File: config.mk
export PLATFORM = sky130hd
export DESIGN_NAME = btn_debounce_pulse
export DESIGN_NICKNAME = d
export VERILOG_FILES = /design/src/rtl/btn_debounce_pulse.sv
export SDC_FILE = /design/constraint.sdc
export NUM_CORES = 1
export LEC_CHECK = 0
export CAP_MARGIN = 0
export CORE_MARGIN = 1.5
export CORE_UTILIZATION = 60
export CTS_CLUSTER_SIZE = 8
export DETAILED_ROUTE_END_ITERATION = 8
export PLACE_DENSITY_LB_ADDON = 0.08
export SLEW_MARGIN = 20
export SYNTH_ARGS = -nofsm -noshare
export SYNTH_HDL_FRONTEND = slang
export SYNTH_SLANG_ARGS = --single-unit
File: constraint.sdc
create_clock -name clk -period 3.6 [get_ports clk]
set_input_delay 0.9 -clock clk [delete_from_list [all_inputs] [get_ports clk]]
set_output_delay 0.9 -clock clk [all_outputs]
set_load 0.05 [all_outputs]
File: src/rtl/btn_debounce_pulse.sv
// rtl/btn_debounce_pulse.sv - per-channel synchroniser, debounce FSM and registered rise/fall pulses
// Optional hold-to-repeat on db_rise when BTN_AUTO_REPEAT_EN is defined.
module btn_debounce_pulse #(
  parameter int N_CH        = 4,
  parameter int DB_CYCLES   = 1000000,
  parameter int CNT_W       = 20,
  parameter int HOLD_CYCLES = 50000000,
  parameter int RPT_CYCLES  = 10000000
) (
  input  logic            clk,
  input  logic            rst,
  input  logic [N_CH-1:0] btn_in,
  output logic [N_CH-1:0] db_level,
  output logic [N_CH-1:0] db_rise,
  output logic [N_CH-1:0] db_fall
);

  typedef enum logic [1:0] {IDLE_LOW, WAIT_HIGH, IDLE_HIGH, WAIT_LOW} state_t;

  localparam logic [CNT_W-1:0] DB_LAST = CNT_W'(DB_CYCLES - 1);

  if (DB_CYCLES < 2 || (DB_CYCLES >> CNT_W) != 0 || HOLD_CYCLES < 1 || RPT_CYCLES < 1) begin : g_bad_cfg
    $error("btn_debounce_pulse: invalid DB_CYCLES/CNT_W/HOLD_CYCLES/RPT_CYCLES");
  end

  logic [N_CH-1:0] s1, s2;

  always_ff @(posedge clk or negedge rst) begin
    if (!rst) begin
      s1 <= '0;
      s2 <= '0;
    end else begin
      s1 <= btn_in;
      s2 <= s1;
    end
  end

  for (genvar i = 0; i < N_CH; i++) begin : g_ch
    state_t           state, state_nxt;
    logic [CNT_W-1:0] cnt, cnt_nxt;
    logic             level_q, rise_q, fall_q;
    logic             level_nxt, rise_nxt, fall_nxt;
`ifdef BTN_AUTO_REPEAT_EN
    localparam int RPT_W = $clog2(HOLD_CYCLES + RPT_CYCLES + 1);
    logic [RPT_W-1:0] rpt_cnt, rpt_cnt_nxt;
    logic             rpt_phase, rpt_phase_nxt;
`endif

    always_ff @(posedge clk or negedge rst) begin
      if (!rst) begin
        state   <= IDLE_LOW;
        cnt     <= '0;
        level_q <= 1'b0;
        rise_q  <= 1'b0;
        fall_q  <= 1'b0;
`ifdef BTN_AUTO_REPEAT_EN
        rpt_cnt   <= '0;
        rpt_phase <= 1'b0;
`endif
      end else begin
        state   <= state_nxt;
        cnt     <= cnt_nxt;
        level_q <= level_nxt;
        rise_q  <= rise_nxt;
        fall_q  <= fall_nxt;
`ifdef BTN_AUTO_REPEAT_EN
        rpt_cnt   <= rpt_cnt_nxt;
        rpt_phase <= rpt_phase_nxt;
`endif
      end
    end

    always_comb begin
      state_nxt = state;
      cnt_nxt   = cnt;
      level_nxt = level_q;
      rise_nxt  = 1'b0;
      fall_nxt  = 1'b0;
      case (state)
        IDLE_LOW: begin
          if (s2[i]) begin
            state_nxt = WAIT_HIGH;
            cnt_nxt   = CNT_W'(1);
          end else begin
            cnt_nxt = '0;
          end
        end
        WAIT_HIGH: begin
          if (!s2[i]) begin
            state_nxt = IDLE_LOW;
            cnt_nxt   = '0;
          end else if (cnt == DB_LAST) begin
            state_nxt = IDLE_HIGH;
            level_nxt = 1'b1;
            rise_nxt  = 1'b1;
            cnt_nxt   = '0;
          end else begin
            cnt_nxt = cnt + CNT_W'(1);
          end
        end
        IDLE_HIGH: begin
          if (!s2[i]) begin
            state_nxt = WAIT_LOW;
            cnt_nxt   = CNT_W'(1);
          end else begin
            cnt_nxt = '0;
          end
        end
        WAIT_LOW: begin
          if (s2[i]) begin
            state_nxt = IDLE_HIGH;
            cnt_nxt   = '0;
          end else if (cnt == DB_LAST) begin
            state_nxt = IDLE_LOW;
            level_nxt = 1'b0;
            fall_nxt  = 1'b1;
            cnt_nxt   = '0;
          end else begin
            cnt_nxt = cnt + CNT_W'(1);
          end
        end
        default: begin
          state_nxt = IDLE_LOW;
          cnt_nxt   = '0;
        end
      endcase
`ifdef BTN_AUTO_REPEAT_EN
      // First repeat waits HOLD_CYCLES, later ones RPT_CYCLES; any exit from IDLE_HIGH rearms.
      rpt_cnt_nxt   = '0;
      rpt_phase_nxt = 1'b0;
      if (state == IDLE_HIGH && s2[i]) begin
        rpt_phase_nxt = rpt_phase;
        if (rpt_cnt == (rpt_phase ? RPT_W'(RPT_CYCLES - 1) : RPT_W'(HOLD_CYCLES - 1))) begin
          rise_nxt      = 1'b1;
          rpt_phase_nxt = 1'b1;
        end else begin
          rpt_cnt_nxt = rpt_cnt + RPT_W'(1);
        end
      end
`endif
    end

    assign db_level[i] = level_q;
    assign db_rise[i]  = rise_q;
    assign db_fall[i]  = fall_q;
  end

endmodule

==> results of run 1 <==
==> synth_stat cells (18+ instances only) <==
master	number
or3_1	20
a21oi_1	25
nand3_1	31
o21ai_0	23
nand4_1	22
nor2_1	62
inv_1	18
xnor2_1	27
xor2_1	25
nand2_1	25
dfrtp_1	108
==> sequential cells by signal, indices dropped and copies added (netlist names), named ones only <==
signal	cells
g_ch.state	4
g_ch.rise_q	4
s2	4
g_ch.cnt	80
s1	4
g_ch.fall_q	4
g_ch.level_q	4
==> cells by family (layout without fill, tap and decap cells) <==
group,count (synthesis),after routing,synth area share (%)
fa+ha+maj,4,4,0.972
buf+inv,47,53,4.52
compound gates,72,72,8.34
xor+xnor,52,52,8.85
mux,3,3,0.656
simple gates,232,232,24.2
flops,108,108,52.5
==> final timing paths <==
| check | startpoint | to | slack [ps] |
|---|---|---|---|
| min in group asynchronous | rst | g_ch[3].cnt[10]$_DFF_PN0_ | 560 |
| worst max-delay path | g_ch[3].level_q$_DFFE_PN0P_ | db_level[3] | 1150 |
| worst min-delay path | s1[0]$_DFF_PN0_ | s2[0]$_DFF_PN0_ | 350 |
| worst max register to register | g_ch[1].cnt[0]$_DFF_PN0_ | g_ch[1].cnt[2]$_DFF_PN0_ | 1460 |
| worst min register to register | s1[0]$_DFF_PN0_ | s2[0]$_DFF_PN0_ | 350 |
| max in group asynchronous | rst | g_ch[0].cnt[0]$_DFF_PN0_ | 2600 |
==> cells in the final DEF (no fill, tap or decap), types with 2 or more instances in the layout <==
master           synthesis  final
dfrtp_1                108    108
nor4_1                  10     10
nand3_1                 31     31
mux2_2                   3      3
clkdlybuf4s50_1          0     16
and4_1                   7      7
clkinvlp_4               0      3
or4_1                    8      8
a211o_1                  2      2
inv_1                   18     18
or2_2                    3      3
or3_1                   20     20
and2_1                   6      6
nor2b_1                  2      2
and2_0                   2      2
xor2_1                  25     25
nor4b_1                  2      2
buf_4                   12      2
ha_1                     4      4
a21oi_1                 25     25
nor3_1                  10     10
clkbuf_8                 0     12
nand2_1                 25     25
o31ai_1                  6      6
o21ai_0                 23     23
a21o_1                   2      2
a21boi_0                 3      3
nor3b_1                  3      3
nand4_1                 22     22
o22ai_1                  2      2
nor2_1                  62     62
xnor2_1                 27     27
a31o_2                   2      2
and3_1                  11     11
o211ai_1                 2      2
==> routing by layer <==
| layer | GRT usage, % | wire length (um) | vias to the layer above | part of all wire [%] |
|---|---|---|---|---|
| li1 | - | - | 1813 | - |
| met1 | 29.0 | 4420 | 1749 | 50 |
| met2 | 32.9 | 4150 | 46 | 47 |
| met3 | 5.50 | 283 | 6 | 3.2 |
| met4 | 6.00 | 64 | 0 | 0.72 |
| met5 | 0 | 0 | - | 0 |
==> where the power goes <==
part	total [mW]	switching, mW	internal, mW
clock	0.717	0.405	0.311
sequential	1.24	0.0120	1.23
combinational	0.0679	0.0475	0.0204
total	2.02	0.465	1.56
==> metrics by stage <==
step	instance area [um2]	util [%]	std cells	hold slack (ps)
2_1_floorplan	5150	-	518	331
3_3_place_gp	5310	64.3	613	334
3_5_place_dp	5310	64.3	613	336
4_1_cts	5510	66.7	629	355
5_1_grt	5510	66.7	629	370
6_report	5510	66.7	629	345
==> layout make-up <==
type	instances	area share, %
timing repair buffer	19	3.55
clock inverter	4	0.568
tap	105	2.39
multi-input combinational	363	40.2
inverter	18	1.23
clock buffer	12	3.00
sequential	108	49.1
==> metrics.md, run 1 <==
| Metric | Value |
|---|---|
| Hold path depth | `0` |
| Slew @ Worst Pin | `833 ps` |
| Total power | `2.02 mW` |
| Yosys Warn Count | `0` |
| Residual DRC | `0` |
| Gr usage total | `21.1%` |
| Area contributors post-synth | `dfrtp_1 (53%), xnor2_1 (4.6%), nor2_1 (4.5%), xor2_1 (4.3%), nand3_1 (3.0%)` |
| Synthesized area per cell | `9.94 um2` |
| Routability cong. | `0.795` |
| Cts bufs inserted | `9` |
| # diodes | `0` |
| Setup violations, final | `0` |
| RSZ-0062 raised after global routing | `false` |
| Drt total wl | `8930 um` |
| Top achievable clock speed | `408 MHz` |
| Final Hold Viols | `0` |
| Fin. max-slew vios | `0` |
| Antenna-violating nets left | `0` |
| # Max-Cap Violations | `0` |
| Total gr overflow | `0` |
| Initial core utilization | `62.3%` |
| Layout cells sized above 1 | `5.92%` |
| Worst min path class | `register to register` |
| Setup bufs post-CTS | `0` |
| Maximum number of pins on one net before global-route repair | `109` |
| Core box area | `0.00826 mm2` |
| DP Worst Slack | `1460 ps` |
| CTS root buf | `clkbuf_8` |
| DRT Pass-1 Iters | `4` |
| CP required | `2700 ps` |
| Die ar. | `0.00914 mm2` |
| Fin nets | `529` |
| Total negative setup slack | `0 ps` |
| Synth top area share | `52.5%` |
| Critical path depth | `1` |
| Max-slew headroom | `44.3%` |
| Max IR drop VDD | `0.000254 V` |
| Rows | `33` |
| Critical Path, Cell by Cell | `clkdlybuf4s50_1` |
| Post-synth top area cell | `dfrtp_1` |
| Area grow syn2layout | `6.95%` |
| DR vias/cell | `5.75` |
| Sink Count | `108` |
| Number of global-route vias before repair | `3365` |
| Vias | `3614` |
| DP HPWL | `6010 um` |
| Cell Area, Synth | `0.00515 mm2` |
| Worst-path clk slew | `100 ps` |
| Final min period | `2450 ps` |
| Worst-path fanout max | `3` |
| CP top delay family | `buffers and inverters` |
| FFs w/ async S/R, synth | `100%` |
| Area of the multi-input gates | `0.00221 mm2` |
| Crit path DAT | `1550 ps` |
| Status | `finished, final reports clean` |
| PostCTS Resize Cnt | `0` |
| Number of H-tree levels | `3` |
| Mapped Nets | `528` |
| Critical path capture point type | `output port` |
| Worst path max stage delay | `810 ps` |
| Io pins | `18` |
| Antenna violations before repair | `0` |
| Max Root-Sink Buffers | `2` |
| Global-route wire length before repair | `15100 um` |
| Worst setup SP type | `register` |
| Distinct cells, synth | `49` |
| Die width | `95.6 um` |
| Critical Path Slowest Stage Cell | `clkdlybuf4s50_1` |
| Input/output buffers | `17` |
| Post-Synthesis Cells | `518` |
| R2r worst-path depth | `5` |
| Seq/Total Area, Yosys | `52.5%` |
| # hold bufs at CTS | `0` |
| Leakage | `2.20 nW` |
| Buf+Inv Stages, Crit Path | `1` |
| Filler cells | `678` |
| Clock Latency Late Sink | `360 ps` |
| Post-synth EDFFs | `0` |
| Reg area | `0.00270 mm2` |
| Synth Flop Type | `dfrtp_1` |
| Routed len/inst | `14.2 um` |
| Critical path class | `register to output port` |
| Synth Register Bits | `108` |
| PD cells | `367 mW/mm2` |
| Die height | `95.6 um` |
| Starting DRT DRC Count | `143` |
| Skew final | `10.2 ps` |
| CTS tree | `done` |
| Final period util | `68.1%` |
| Final WS setup | `1150 ps` |
Power figures use the tool's default switching activity.
==> run 2, diff against run 1 <==
- clock period: 3.6 -> 2.3 ns (I/O delays scaled with it)
==> run 2 against run 1 <==
Effect of this change:
- final area increased by 0.41%
- largest power group unchanged
- register-to-register slack got worse by 1200 ps
- first-iteration DRC count decreased by 2.1%
- non-clock buffer count increased by 6
- via count increased by 0.66%
- flip-flop and latch count unchanged
- routed wire length increased by 1.7%
==> metrics.md, run 2 (same netlist as run 1, synthesis figures left out) <==
| Metric | Value |
|---|---|
| Io pins | `18 (unchanged)` |
| Final WS setup | `146 ps (was 1150 ps)` |
| Maximum number of pins on one net before global-route repair | `44 (was 109)` |
| Cts bufs inserted | `9 (unchanged)` |
| Routed len/inst | `14.3 um (was 14.2 um)` |
| Global-route wire length before repair | `15700 um (was 15100 um)` |
| Final min period | `2150 ps` |
| # Max-Cap Violations | `0 (unchanged)` |
| CTS root buf | `clkbuf_8 (unchanged)` |
| Die height | `95.6 um (unchanged)` |
| Total gr overflow | `0 (unchanged)` |
| Starting DRT DRC Count | `140 (was 143)` |
| Filler cells | `661 (was 678)` |
| Slew @ Worst Pin | `637 ps (was 833 ps)` |
| Status | `finished, final reports clean (unchanged)` |
| DP Worst Slack | `317 ps (was 1460 ps)` |
| Fin. max-slew vios | `0 (unchanged)` |
| Antenna violations before repair | `0 (unchanged)` |
| Commonest non-fill, non-tap cells in the layout | `dfrtp_1 (108), nor2_1 (62), nand3_1 (31) (unchanged)` |
| Drt total wl | `9080 um (was 8930 um)` |
| Critical R2R Capture | `g_ch[0].cnt[18]$_DFF_PN0_ (was g_ch[1].cnt[2]$_DFF_PN0_)` |
| FF-to-FF setup slack | `280 ps (was 1460 ps)` |
| R2r worst-path depth | `5 (unchanged)` |
| RSZ-0062 raised after global routing | `false (unchanged)` |
| Layout cells sized above 1 | `6.42% (was 5.92%)` |
| Critical Path, Cell by Cell | `clkdlybuf4s50_1 (unchanged)` |
| # diodes | `0 (unchanged)` |
| Die width | `95.6 um (unchanged)` |
| Critical R2R Launch | `g_ch[0].cnt[0]$_DFF_PN0_ (was g_ch[1].cnt[0]$_DFF_PN0_)` |
| Final period util | `93.7%` |
| Clock Latency Late Sink | `360 ps (about the same)` |
| Setup bufs post-CTS | `0 (unchanged)` |
| Die ar. | `0.00914 mm2 (unchanged)` |
| Worst setup SP type | `register (unchanged)` |
| Critical path class | `register to output port (unchanged)` |
| Critical path depth | `1 (unchanged)` |
| Core box area | `0.00826 mm2 (unchanged)` |
| Routability cong. | `0.806 (was 0.795)` |
| Vias | `3638 (was 3614)` |
| Fin nets | `535 (was 529)` |
| DR vias/cell | `5.73 (was 5.75)` |
| Critical path capture point type | `output port (unchanged)` |
| Sink Count | `108 (unchanged)` |
| CTS tree | `done (unchanged)` |
| CP top delay family | `buffers and inverters (unchanged)` |
| CP required | `1730 ps (was 2700 ps)` |
| Worst path max stage delay | `820 ps (was 810 ps)` |
| Final Hold Viols | `0 (unchanged)` |
| PostCTS Resize Cnt | `0 (unchanged)` |
| Leakage | `2.22 nW (was 2.20 nW)` |
| Residual DRC | `0 (unchanged)` |
| Buf+Inv Stages, Crit Path | `1 (unchanged)` |
| DRT Pass-1 Iters | `4 (unchanged)` |
| Critical Path Slowest Stage Cell | `clkdlybuf4s50_1 (unchanged)` |
| Max-slew headroom | `57.1% (was 44.3%)` |
| Worst-path fanout max | `3 (unchanged)` |
| Gr usage total | `21.9% (was 21.1%)` |
| Area grow syn2layout | `7.39% (was 6.95%)` |
| Rows | `33 (unchanged)` |
| CP startpoint | `g_ch[1].level_q$_DFFE_PN0P_ (was g_ch[3].level_q$_DFFE_PN0P_)` |
| Crit path DAT | `1580 ps (was 1550 ps)` |
| Number of H-tree levels | `3 (unchanged)` |
| Input/output buffers | `17 (unchanged)` |
| Max IR drop VDD | `0.000333 V (was 0.000254 V)` |
| Max Root-Sink Buffers | `2 (unchanged)` |
| Critical Path End | `db_level[1] (was db_level[3])` |
| Skew final | `10.5 ps (was 10.2 ps)` |
| Top achievable clock speed | `464 MHz` |
| Total negative setup slack | `0 ps (unchanged)` |
| Worst min path class | `primary input to async pin (was register to register)` |
| PD cells | `555 mW/mm2 (was 367 mW/mm2)` |
| Largest Register | `g_ch.cnt (unchanged)` |
| Number of global-route vias before repair | `3523 (was 3365)` |
| Most common cell after layout, fill and taps aside | `dfrtp_1 (unchanged)` |
| Initial core utilization | `62.3% (unchanged)` |
| Max FFs per register | `80 (unchanged)` |
| Worst-path clk slew | `100 ps (about the same)` |
| # hold bufs at CTS | `0 (unchanged)` |
| Setup violations, final | `0 (unchanged)` |
| DP HPWL | `6340 um (was 6010 um)` |
| Antenna-violating nets left | `0 (unchanged)` |
run 2: cell count changes in the layout (fill, tap and decap cells not counted):
cell	delta
buf_4	+5
inv_6	-1
clkbuf_1	+3
clkinv_2	+2
clkbuf_8	-3
clkinv_4	+1
buf_12	+1
clkinvlp_4	-2
run 2: how the worst min path moves through the flow:
| stage | start | end | slack (ps) |
|---|---|---|---|
| floorplan | rst | async pin | 280 |
| global placement | s1[0]$_DFF_PN0_ | s2[0]$_DFF_PN0_ | 330 |
| detailed placement | s1[0]$_DFF_PN0_ | s2[0]$_DFF_PN0_ | 340 |
| CTS | rst | g_ch[3].cnt[17]$_DFF_PN0_ | 130 |
| global route | rst | g_ch[3].cnt[12]$_DFF_PN0_ | 140 |
| finish | rst | g_ch[3].cnt[17]$_DFF_PN0_ | 130 |
run 2: power breakdown:
group	total, mW	switching (mW)	leakage (nW)	internal [mW]
combinational	0.118	0.0779	0.671	0.0399
clock	1.01	0.615	0.0803	0.395
sequential	1.94	0.0198	1.47	1.92
run 2: final cells by class:
| cell class | instances | area, um2 | share of cell area (%) |
|---|---|---|---|
| clock buffer | 12 | 135 | 2.44 |
| clock inverter | 4 | 26.3 | 0.475 |
| inverter | 18 | 67.6 | 1.22 |
| multi-input combinational | 363 | 2210 | 40.0 |
| sequential | 108 | 2700 | 48.9 |
| tap | 105 | 131 | 2.38 |
| timing repair buffer | 25 | 253 | 4.57 |
run 2: per-stage QoR:
stage / utilization (%) / power [mW] / hold slack (ps) / cells / instance area [um2]
3_3_place_gp: 65.0 / 2.09 / 332 / 619 / 5370
2_1_floorplan: - / 2.02 / 279 / 518 / 5150
5_1_grt: 66.9 / 3.20 / 137 / 635 / 5530
6_report: 66.9 / 3.07 / 131 / 635 / 5530
3_5_place_dp: 65.0 / 2.10 / 340 / 619 / 5370
4_1_cts: 66.9 / 3.11 / 130 / 635 / 5530
run 2: metal layers:
metal | vias to the layer above | share of wire, % | global-route usage [%]
li1 | 1825 | - | -
met1 | 1770 | 50 | 29.8
met2 | 34 | 47 | 35.0
met3 | 9 | 2.3 | 3.91
met4 | 0 | 1.3 | 7.97
met5 | - | 0 | 0
